File: src/rtl/fx_mac_vec.sv
`timescale 1ns/1ps
// fx_mac_vec: LANES-wide, frame-based fixed-point dot-product engine (K terms per frame)
// with truncate/RNE rounding and saturating narrowing. FX_MAC_SAT_FLAG_EN adds sat_o.
module fx_mac_vec #(
    parameter int WIDTH    = 8,
    parameter int FRACTION = 4,
    parameter int K        = 8,
    parameter int LANES    = 4,
    parameter int WK       = $clog2(K),
    localparam int WIDTH_A = 2*WIDTH + WK + 1
) (
    input  logic                     clk,
    input  logic                     rstn,
    input  logic                     sclr_i,
    input  logic                     vld_i,
    input  logic                     rnd_mode_i,
    input  logic [LANES*WIDTH-1:0]   win,
    input  logic [WIDTH-1:0]         din,
    output logic                     vld_o,
    output logic [LANES*WIDTH-1:0]   acc_o
`ifdef FX_MAC_SAT_FLAG_EN
    ,
    output logic [LANES-1:0]         sat_o
`endif
);
    localparam int WP = 2*WIDTH;
    localparam int RW = WIDTH_A - FRACTION + 1;
    localparam logic [WK-1:0]        CNT_LAST    = WK'(K-1);
    localparam logic [WIDTH_A-1:0]   STICKY_MASK = (WIDTH_A'(1) << (FRACTION-1)) - WIDTH_A'(1);
    localparam logic signed [RW-1:0] SAT_MAX     = (RW'(1) << (WIDTH-1)) - RW'(1);
    localparam logic signed [RW-1:0] SAT_MIN     = -(RW'(1) << (WIDTH-1));

    logic [WK-1:0]            cnt;
    logic                     s1_vld, s1_first, s1_last, s1_rnd;
    logic signed [WP-1:0]     mult [LANES];
    logic signed [WIDTH_A-1:0] acc [LANES];
    logic                     s2_vld, s2_rnd;
    logic signed [RW-1:0]     r_floor [LANES];
    logic signed [RW-1:0]     r_round [LANES];
    logic [LANES*WIDTH-1:0]   res_flat;
`ifdef FX_MAC_SAT_FLAG_EN
    logic [LANES-1:0]         clip;
`endif

    // Stage 1 control: frame position and flags travelling with the product.
    always_ff @(posedge clk or negedge rstn) begin
        // NOTE: sequential state uses non-blocking assignments so every register samples pre-edge values.
        if (!rstn) begin
            cnt      <= '0;
            s1_vld   <= 1'b0;
            s1_first <= 1'b0;
            s1_last  <= 1'b0;
            s1_rnd   <= 1'b0;
        end else if (sclr_i) begin
            cnt    <= '0;
            s1_vld <= 1'b0;
        end else begin
            s1_vld <= vld_i;
            if (vld_i) begin
                s1_first <= (cnt == '0);
                s1_last  <= (cnt == CNT_LAST);
                s1_rnd   <= rnd_mode_i;
                cnt      <= (cnt == CNT_LAST) ? '0 : cnt + 1'b1;
            end
        end
    end

    // NOTE: product registers carry no reset; they are only consumed when qualified by s1_vld.
    always_ff @(posedge clk) begin
        if (vld_i && !sclr_i) begin
            for (int l = 0; l < LANES; l++)
                mult[l] <= $signed(win[l*WIDTH +: WIDTH]) * $signed(din);
        end
    end

    // Stage 2: a first product loads the accumulator directly, so frames need no clear bubble.
    always_ff @(posedge clk or negedge rstn) begin
        if (!rstn) begin
            for (int l = 0; l < LANES; l++) acc[l] <= '0;
            s2_vld <= 1'b0;
            s2_rnd <= 1'b0;
        end else if (sclr_i) begin
            for (int l = 0; l < LANES; l++) acc[l] <= '0;
            s2_vld <= 1'b0;
        end else begin
            s2_vld <= s1_vld & s1_last;
            if (s1_vld) begin
                s2_rnd <= s1_rnd;
                for (int l = 0; l < LANES; l++)
                    acc[l] <= s1_first ? WIDTH_A'(mult[l]) : acc[l] + WIDTH_A'(mult[l]);
            end
        end
    end

    // Stage 3 datapath: floor, optional round-half-to-even increment, then clip to WIDTH.
    always_comb begin
        // NOTE: every output of this block gets a default first, so no path can infer a latch.
        res_flat = '0;
`ifdef FX_MAC_SAT_FLAG_EN
        clip = '0;
`endif
        for (int l = 0; l < LANES; l++) begin
            r_floor[l] = RW'(acc[l] >>> FRACTION);
            r_round[l] = r_floor[l] + RW'(s2_rnd & acc[l][FRACTION-1] &
                                          ((|(acc[l] & STICKY_MASK)) | acc[l][FRACTION]));
            if (r_round[l] > SAT_MAX)
                res_flat[l*WIDTH +: WIDTH] = WIDTH'(SAT_MAX);
            else if (r_round[l] < SAT_MIN)
                res_flat[l*WIDTH +: WIDTH] = WIDTH'(SAT_MIN);
            else
                res_flat[l*WIDTH +: WIDTH] = r_round[l][WIDTH-1:0];
`ifdef FX_MAC_SAT_FLAG_EN
            clip[l] = (r_round[l] > SAT_MAX) || (r_round[l] < SAT_MIN);
`endif
        end
    end

    // Output register: result holds until the next frame completes.
    always_ff @(posedge clk or negedge rstn) begin
        if (!rstn) begin
            vld_o <= 1'b0;
            acc_o <= '0;
`ifdef FX_MAC_SAT_FLAG_EN
            sat_o <= '0;
`endif
        end else begin
            vld_o <= s2_vld;
            if (s2_vld) begin
                acc_o <= res_flat;
`ifdef FX_MAC_SAT_FLAG_EN
                sat_o <= clip;
`endif
            end
        end
    end

endmodule

File: config.mk
export PLATFORM = sky130hd
export DESIGN_NAME = fx_mac_vec
export DESIGN_NICKNAME = d
export VERILOG_FILES = /design/src/rtl/fx_mac_vec.sv
export SDC_FILE = /design/constraint.sdc
export NUM_CORES = 1
export LEC_CHECK = 0
export ABC_AREA = 0
export CAP_MARGIN = 40
export CORE_MARGIN = 1
export CORE_UTILIZATION = 58
export DETAILED_ROUTE_END_ITERATION = 8
export GPL_ROUTABILITY_DRIVEN = 0
export HOLD_SLACK_MARGIN = 0.02
export PLACE_DENSITY = 0.78
export REMOVE_ABC_BUFFERS = 1
export SYNTH_ARGS = -nofsm -noshare
export SYNTH_HDL_FRONTEND = slang
export SYNTH_SLANG_ARGS = --single-unit
File: constraint.sdc
create_clock -name clk -period 5.7 [get_ports clk]
set_input_delay 1.14 -clock clk [delete_from_list [all_inputs] [get_ports clk]]
set_output_delay 1.14 -clock clk [all_outputs]
set_load 0.01 [all_outputs]
==> results of run 1 <==
[state kept, by name (all words and copies together) (netlist names)]
name,cells
s2_vld,1
s1_last,1
mult,64
s2_rnd,1
s1_vld,1
cnt,3
s1_first,1
s1_rnd,1
acc,80
vld_o,1
acc_o,32
[worst max-delay path by stage]
stage                       from           to  cells after the start
after floorplan           din[7]  mult[2][14]                     15
after global placement    din[3]  mult[0][14]                     19
after detailed placement  din[2]  mult[2][14]                     19
after CTS                 din[2]  mult[2][14]                     19
after global routing      din[3]  mult[1][14]                     20
final                     din[3]  mult[1][14]                     21
[cells in the final DEF, fill, tap and decap left out, drive strengths merged, types with 61 or more instances in the layout]
cell type	n
inv	376
fa	224
nand2	210
ha	199
nor2	186
and2	175
buf	171
dfrtp	122
xnor2	95
a21oi	91
o21ai	83
clkdlybuf4s50	75
edfxtp	64
nand3	61
[routing by layer]
metal  vias up  part of all wire, %
li1       8874                    -
met1      8901                   45
met2       573                   47
met3        95                  5.4
met4         0                  2.8
met5         -                    0
[kinds of logic after synthesis]
kind of cell / after synthesis / synth area share (%)
mux: 29 / 1.38
simple gates: 840 / 18.7
xor+xnor: 123 / 4.80
fa+ha+maj: 423 / 31.1
flops: 186 / 22.2
buf+inv: 464 / 7.79
compound gates: 459 / 14.1
[repair_timing]
| item | CTS | global route |
|---|---|---|
| gates resized for setup | 0 | 18 |
| hold endpoints to repair | 0 | 0 |
| hold buffers | 0 | 0 |
| setup buffers | 0 | 2 |
| setup endpoints to repair | 0 | 10 |
[layout make-up]
cell class	instances	area [µm²]
well taps	511	639
repair buffers	246	2180
multi-input cells	1874	15800
clock inverters	11	148
inverters	376	1410
clock buffers	21	440
fillers	3031	12300
flip-flops and latches	186	4980
[critical path, delay by kind of cell]
| kind | cells | cell delay (ps) |
|---|---|---|
| fa+ha+maj | 5 | 2290 |
| simple gates | 3 | 710 |
| compound gates | 5 | 530 |
| buf+inv | 8 | 1120 |
[power groups by stage]
| stage | Sequential (mW) | Combinational [mW] | Clock [mW] |
|---|---|---|---|
| detailed placement | 2.24 | 6.28 | 0 |
| global placement | 2.23 | 6.02 | 0 |
| floorplan | 2.10 | 4.44 | 0 |
| CTS | 2.22 | 6.34 | 1.22 |
| finish | 2.23 | 6.42 | 1.21 |
| global route | 2.26 | 7.26 | 1.27 |
==> results.yml, run 1 <==
status:
  status: "completed"
clocking:
  h-tree-depth: 4
  cts.sinks: 186
  clk_latency_ps: 440
  cts_root_buf: "clkbuf_16"
  numCtsBuffers: 17
  cts_tree: "built"
  max-clock-path-buffers: 2
  clk_pin_slew_ps: 70
timing:
  tns_ps: 0
  setup_violations: 0
  slew_violations: 0
  finalHoldViolations: 0
  whs_ps: 476
  fmax_mhz: 183
  worstMarginPinSlew_ps: 920
  fin_crit_ps: 5480
  final.setup.worst_slack_ps: 223
  max_slew_margin_pct: 38.7
  skew_ps: 8.07
  period_share_pct: 96.1
placed_design:
  dp_hpwl_mm: 41.0
  preCtsSetupSlack_ps: -425
  placed_cell_area_um2: 24900
  dp.cells: 3191
  io_buffers: 77
yosys:
  synth_top_area_share_pct: 20.0
  syn_area_um2: 22500
  yosysWarnings: 0
  synthMostInstantiatedCell: "inv_1"
  yosysTopAreaCell: "fa_1"
  synth.top_cells.by_area: "fa_1 (20%), dfrtp_1 (14%), ha_1 (11%), edfxtp_1 (8.6%), inv_1 (6.3%)"
  synth.avg_cell_area_um2: 8.90
  syn_inst: 2524
  ys_seq_elements: 186
  async_flop_share_pct: 65.6
  synthDistinctLibCells: 85
  yosys-top-cells-count: "inv_1 (374), fa_1 (224), nand2_1 (210)"
  synth.yosys.seq_area_share_pct: 22.2
  synthFlopType: "dfrtp_1"
  synth-edff-count: 64
final_layout:
  final_cell_area_um2: 25600
  fin_nets: 3169
  fin_util_pct: 67.5
  synthToLayoutAreaGrowth_pct: 13.9
  layout.cells.non_filler: 3225
  antennaDiodeCount: 0
  drive_gt1_share_pct: 8.73
power:
  total_power_mw: 9.86
  power_density_nw_per_um2: 386
  intPower_mw: 5.66
  sequentialPowerShare_pct: 22.6
  peakVddDrop_uv: 254
  leakagePower_nw: 12.1
  clockPowerShare_pct: 12.3
  power.share.switching_pct: 42.6
  combPwrFrac_pct: 65.1
  p_switching_mw: 4.20
grt:
  met1_usage_pct: 38.2
  use_met3_pct: 2.98
  first_global_vias: 18462
  overflow: 0
  grt_pass1_wl_mm: 88.6
  gr-max-usage-layer: "met2"
  antenna_found_initial: 0
  grt_use_met2_pct: 45.7
  grt_usage_pct: 27.7
  grt_max_degree: 83
min_path:
  min_from: "s1_rnd"
  min_path_type: "reg -> reg"
  hold_end: "s2_rnd"
  hold_depth: 2
setup_path:
  cp.required_ps: 6010
  worstPathCellList: "clkdlybuf4s50_1, buf_12, buf_4, and2_1, fa_1, inv_1, fa_1, inv_1, fa_1, inv_1, fa_1, inv_1, ha_1, a21oi_2, o21bai_1, a21oi_2, o21bai_1, a21oi_1, buf_4, or4bb_1, nand4_1"
  crit_type: "in -> reg"
  r2r-end: "acc_o[17]"
  worst_path_max_delay_cell: "fa_1"
  end_kind: "register"
  worst_r2r_path_depth: 10
  worstReg2RegStart: "s2_rnd"
  r2r_setup_slack_ps: 2470
  start_kind: "primary input"
  crit_fanout: 13
  max_stage_delay_ps: 520
  cp.arrival_ps: 5790
detailed_routing:
  drt-initial-drc-count: 1161
  viasPerCell: 5.72
  drc_errors: 0
  wl_mm: 52.2
  dr.pass1.iters: 5
  ant_nets: 0
  wire_per_inst_um: 16.2
  num_vias: 18443
die:
  die_h_um: 199
  die_area_um2: 39500
  start_util_pct: 59.3
  core_area_um2: 37800
  num_rows: 71
  die_w_um: 199
  io_pins: 78
run:
  cap_violations: 0
(Power assumes the default switching activity.)
==> run 2, diff against run 1 <==
Settings changed: PLACE_DENSITY 0.78 to 0.81.
Clock period 5.7 ns to 4.8 ns, I/O delays scaled along.
==> run 2 against run 1 <==
Compared with the run above: the run now ends with negative setup slack left; cell count rose by 3.0%; sequential share of layout area fell by 1.3 points; setup slack got worse by 530 ps; first-iteration DRC count up 65%; worst hold slack lost 100 ps; highest routed layer unchanged.
==> results.yml, run 2 (synthesized netlist as in run 1, its figures left out) <==
setup_path:
  cpMostUsedCell: "fa_1"
  end_kind: "register"
  max_stage_delay_ps: 570
  worst_path_max_delay_cell: "fa_1"
  cp.arrival_ps: 5290
  start_kind: "primary input"
  worstPathCellList: "buf_8, buf_12, buf_4, buf_4, and2_4, fa_1, inv_2, fa_1, inv_2, fa_1, inv_1, fa_1, inv_2, ha_4, buf_6, nand2b_4, a21boi_4, o311a_1, nor3_1, xnor2_1"
  crit_type: "in -> reg"
  cp.required_ps: 4980
  crit_fanout: 3
detailed_routing:
  ant_nets: 0
  drt-initial-drc-count: 1912
  drc_errors: 0
  num_vias: 20338
  viasPerCell: 6.12
  dr.pass1.iters: 7
  wl_mm: 65.2
  wire_per_inst_um: 19.6
timing:
  slew_violations: 0
  rsz0062_at_grt: "yes"
  fmax_mhz: 196
  tns_ps: -2130
  fin_crit_ps: 5110
  max_slew_margin_pct: 39.0
  period_share_pct: 106
  skew_ps: 7.17
  worstMarginPinSlew_ps: 915
  finalHoldViolations: 0
  final.setup.worst_slack_ps: -306
  setup_violations: 16
power:
  power_density_nw_per_um2: 512
  leakagePower_nw: 12.8
  peakVddDrop_uv: 340
die:
  start_util_pct: 59.3
  core_area_um2: 37800
  io_pins: 78
  die_area_um2: 39500
  num_rows: 71
  die_w_um: 199
  die_h_um: 199
clocking:
  max-clock-path-buffers: 2
  ctsHoldBuffers: 0
  numCtsBuffers: 17
  clk_pin_slew_ps: 70
  cts_tree: "built"
  cts.sinks: 186
  h-tree-depth: 4
  cts_root_buf: "clkbuf_16"
  clk_latency_ps: 450
grt:
  grt_pass1_wl_mm: 97.3
  grt_max_degree: 88
  first_global_vias: 20285
  overflow: 0
  grt_usage_pct: 30.7
  antenna_found_initial: 0
final_layout:
  final_common_cell: "inv_1"
  final_cell_mix: "inv_1 (327), buf_4 (216), fa_1 (209)"
  largest_reg_flops: 80
  antennaDiodeCount: 0
  layout.cells.non_filler: 3322
  synthToLayoutAreaGrowth_pct: 21.7
  final_cell_area_um2: 27300
  largest_registers: "acc: 80 flops, mult: 64 flops, acc_o: 32 flops"
  fin_util_pct: 72.2
  fin_nets: 3266
  drive_gt1_share_pct: 19.1
  top_register: "acc"
placed_design:
  dp.cells: 3233
  dp_hpwl_mm: 42.9
  io_buffers: 77
  placed_cell_area_um2: 25200
run:
  cap_violations: 0
min_path:
  min_path_type: "in -> async"
status:
  failed_checks: "negative setup slack"
  status: "finished with violations"
run 2: report_power, final:
| part | leakage (nW) | switching (mW) | internal, mW |
|---|---|---|---|
| Clock | 0.281 | 0.636 | 0.824 |
| Combinational | 10.2 | 5.13 | 4.74 |
| Sequential | 2.24 | 0.421 | 2.21 |
run 2: path summary, 6_finish.rpt:
kind,startpoint,endpoint,slack (ps),cells past startpoint
min,rstn,acc[78],370,1
min in group clk,acc_o[16],acc_o[16],500,1
max reg2reg,s2_rnd,acc_o[17],1680,11
max,din[4],mult[2][13],-310,20
min reg2reg,acc_o[16],acc_o[16],500,1
max in group asynchronous,rstn,acc[36],3830,2
run 2: worst max-delay path, delay by kind of cell:
family,cells,cell delay (ps)
adders and majority gates,5,2370
xor gates and xnor gates,1,150
AOI/OAI and AO/OA,2,390
and+or+nand+nor,3,510
buffers and inverters,9,900
run 2: per-stage QoR:
step / worst slack [ps] / power [mW] / hold WS, ps
final: -306 / 14.0 / 373
after global routing: -338 / 14.9 / 375
after CTS: -41.6 / 12.5 / 361
after detailed placement: -1180 / 10.5 / 491
after global placement: -954 / 9.99 / 476
after floorplan: -345 / 7.76 / 433
run 2: repair_timing:
item                       4_1_cts  5_1_grt
cloned                           3        0
resized for setup              196      182
pin swaps                       75      131
setup endpoints to repair       29       22
buffers inserted                40       15
run 2: area by class of cell:
class | count | area (µm²)
sequential | 186 | 4980
tap | 511 | 639
multi-input combinational | 1874 | 16600
fill | 2571 | 10500
inverter | 376 | 1420
clock inverter | 13 | 168
clock buffer | 19 | 433
timing repair buffer | 343 | 3070
run 2: metal layers:
metal	GRT usage (%)	vias to the layer above	routed length [µm]	part of all wire [%]
met3	3.70	318	4860	7.5
met1	39.1	9846	25200	39
met5	0	-	0	0
met4	12.9	0	3470	5.3
met2	52.7	1108	31600	49
li1	-	9066	-	-
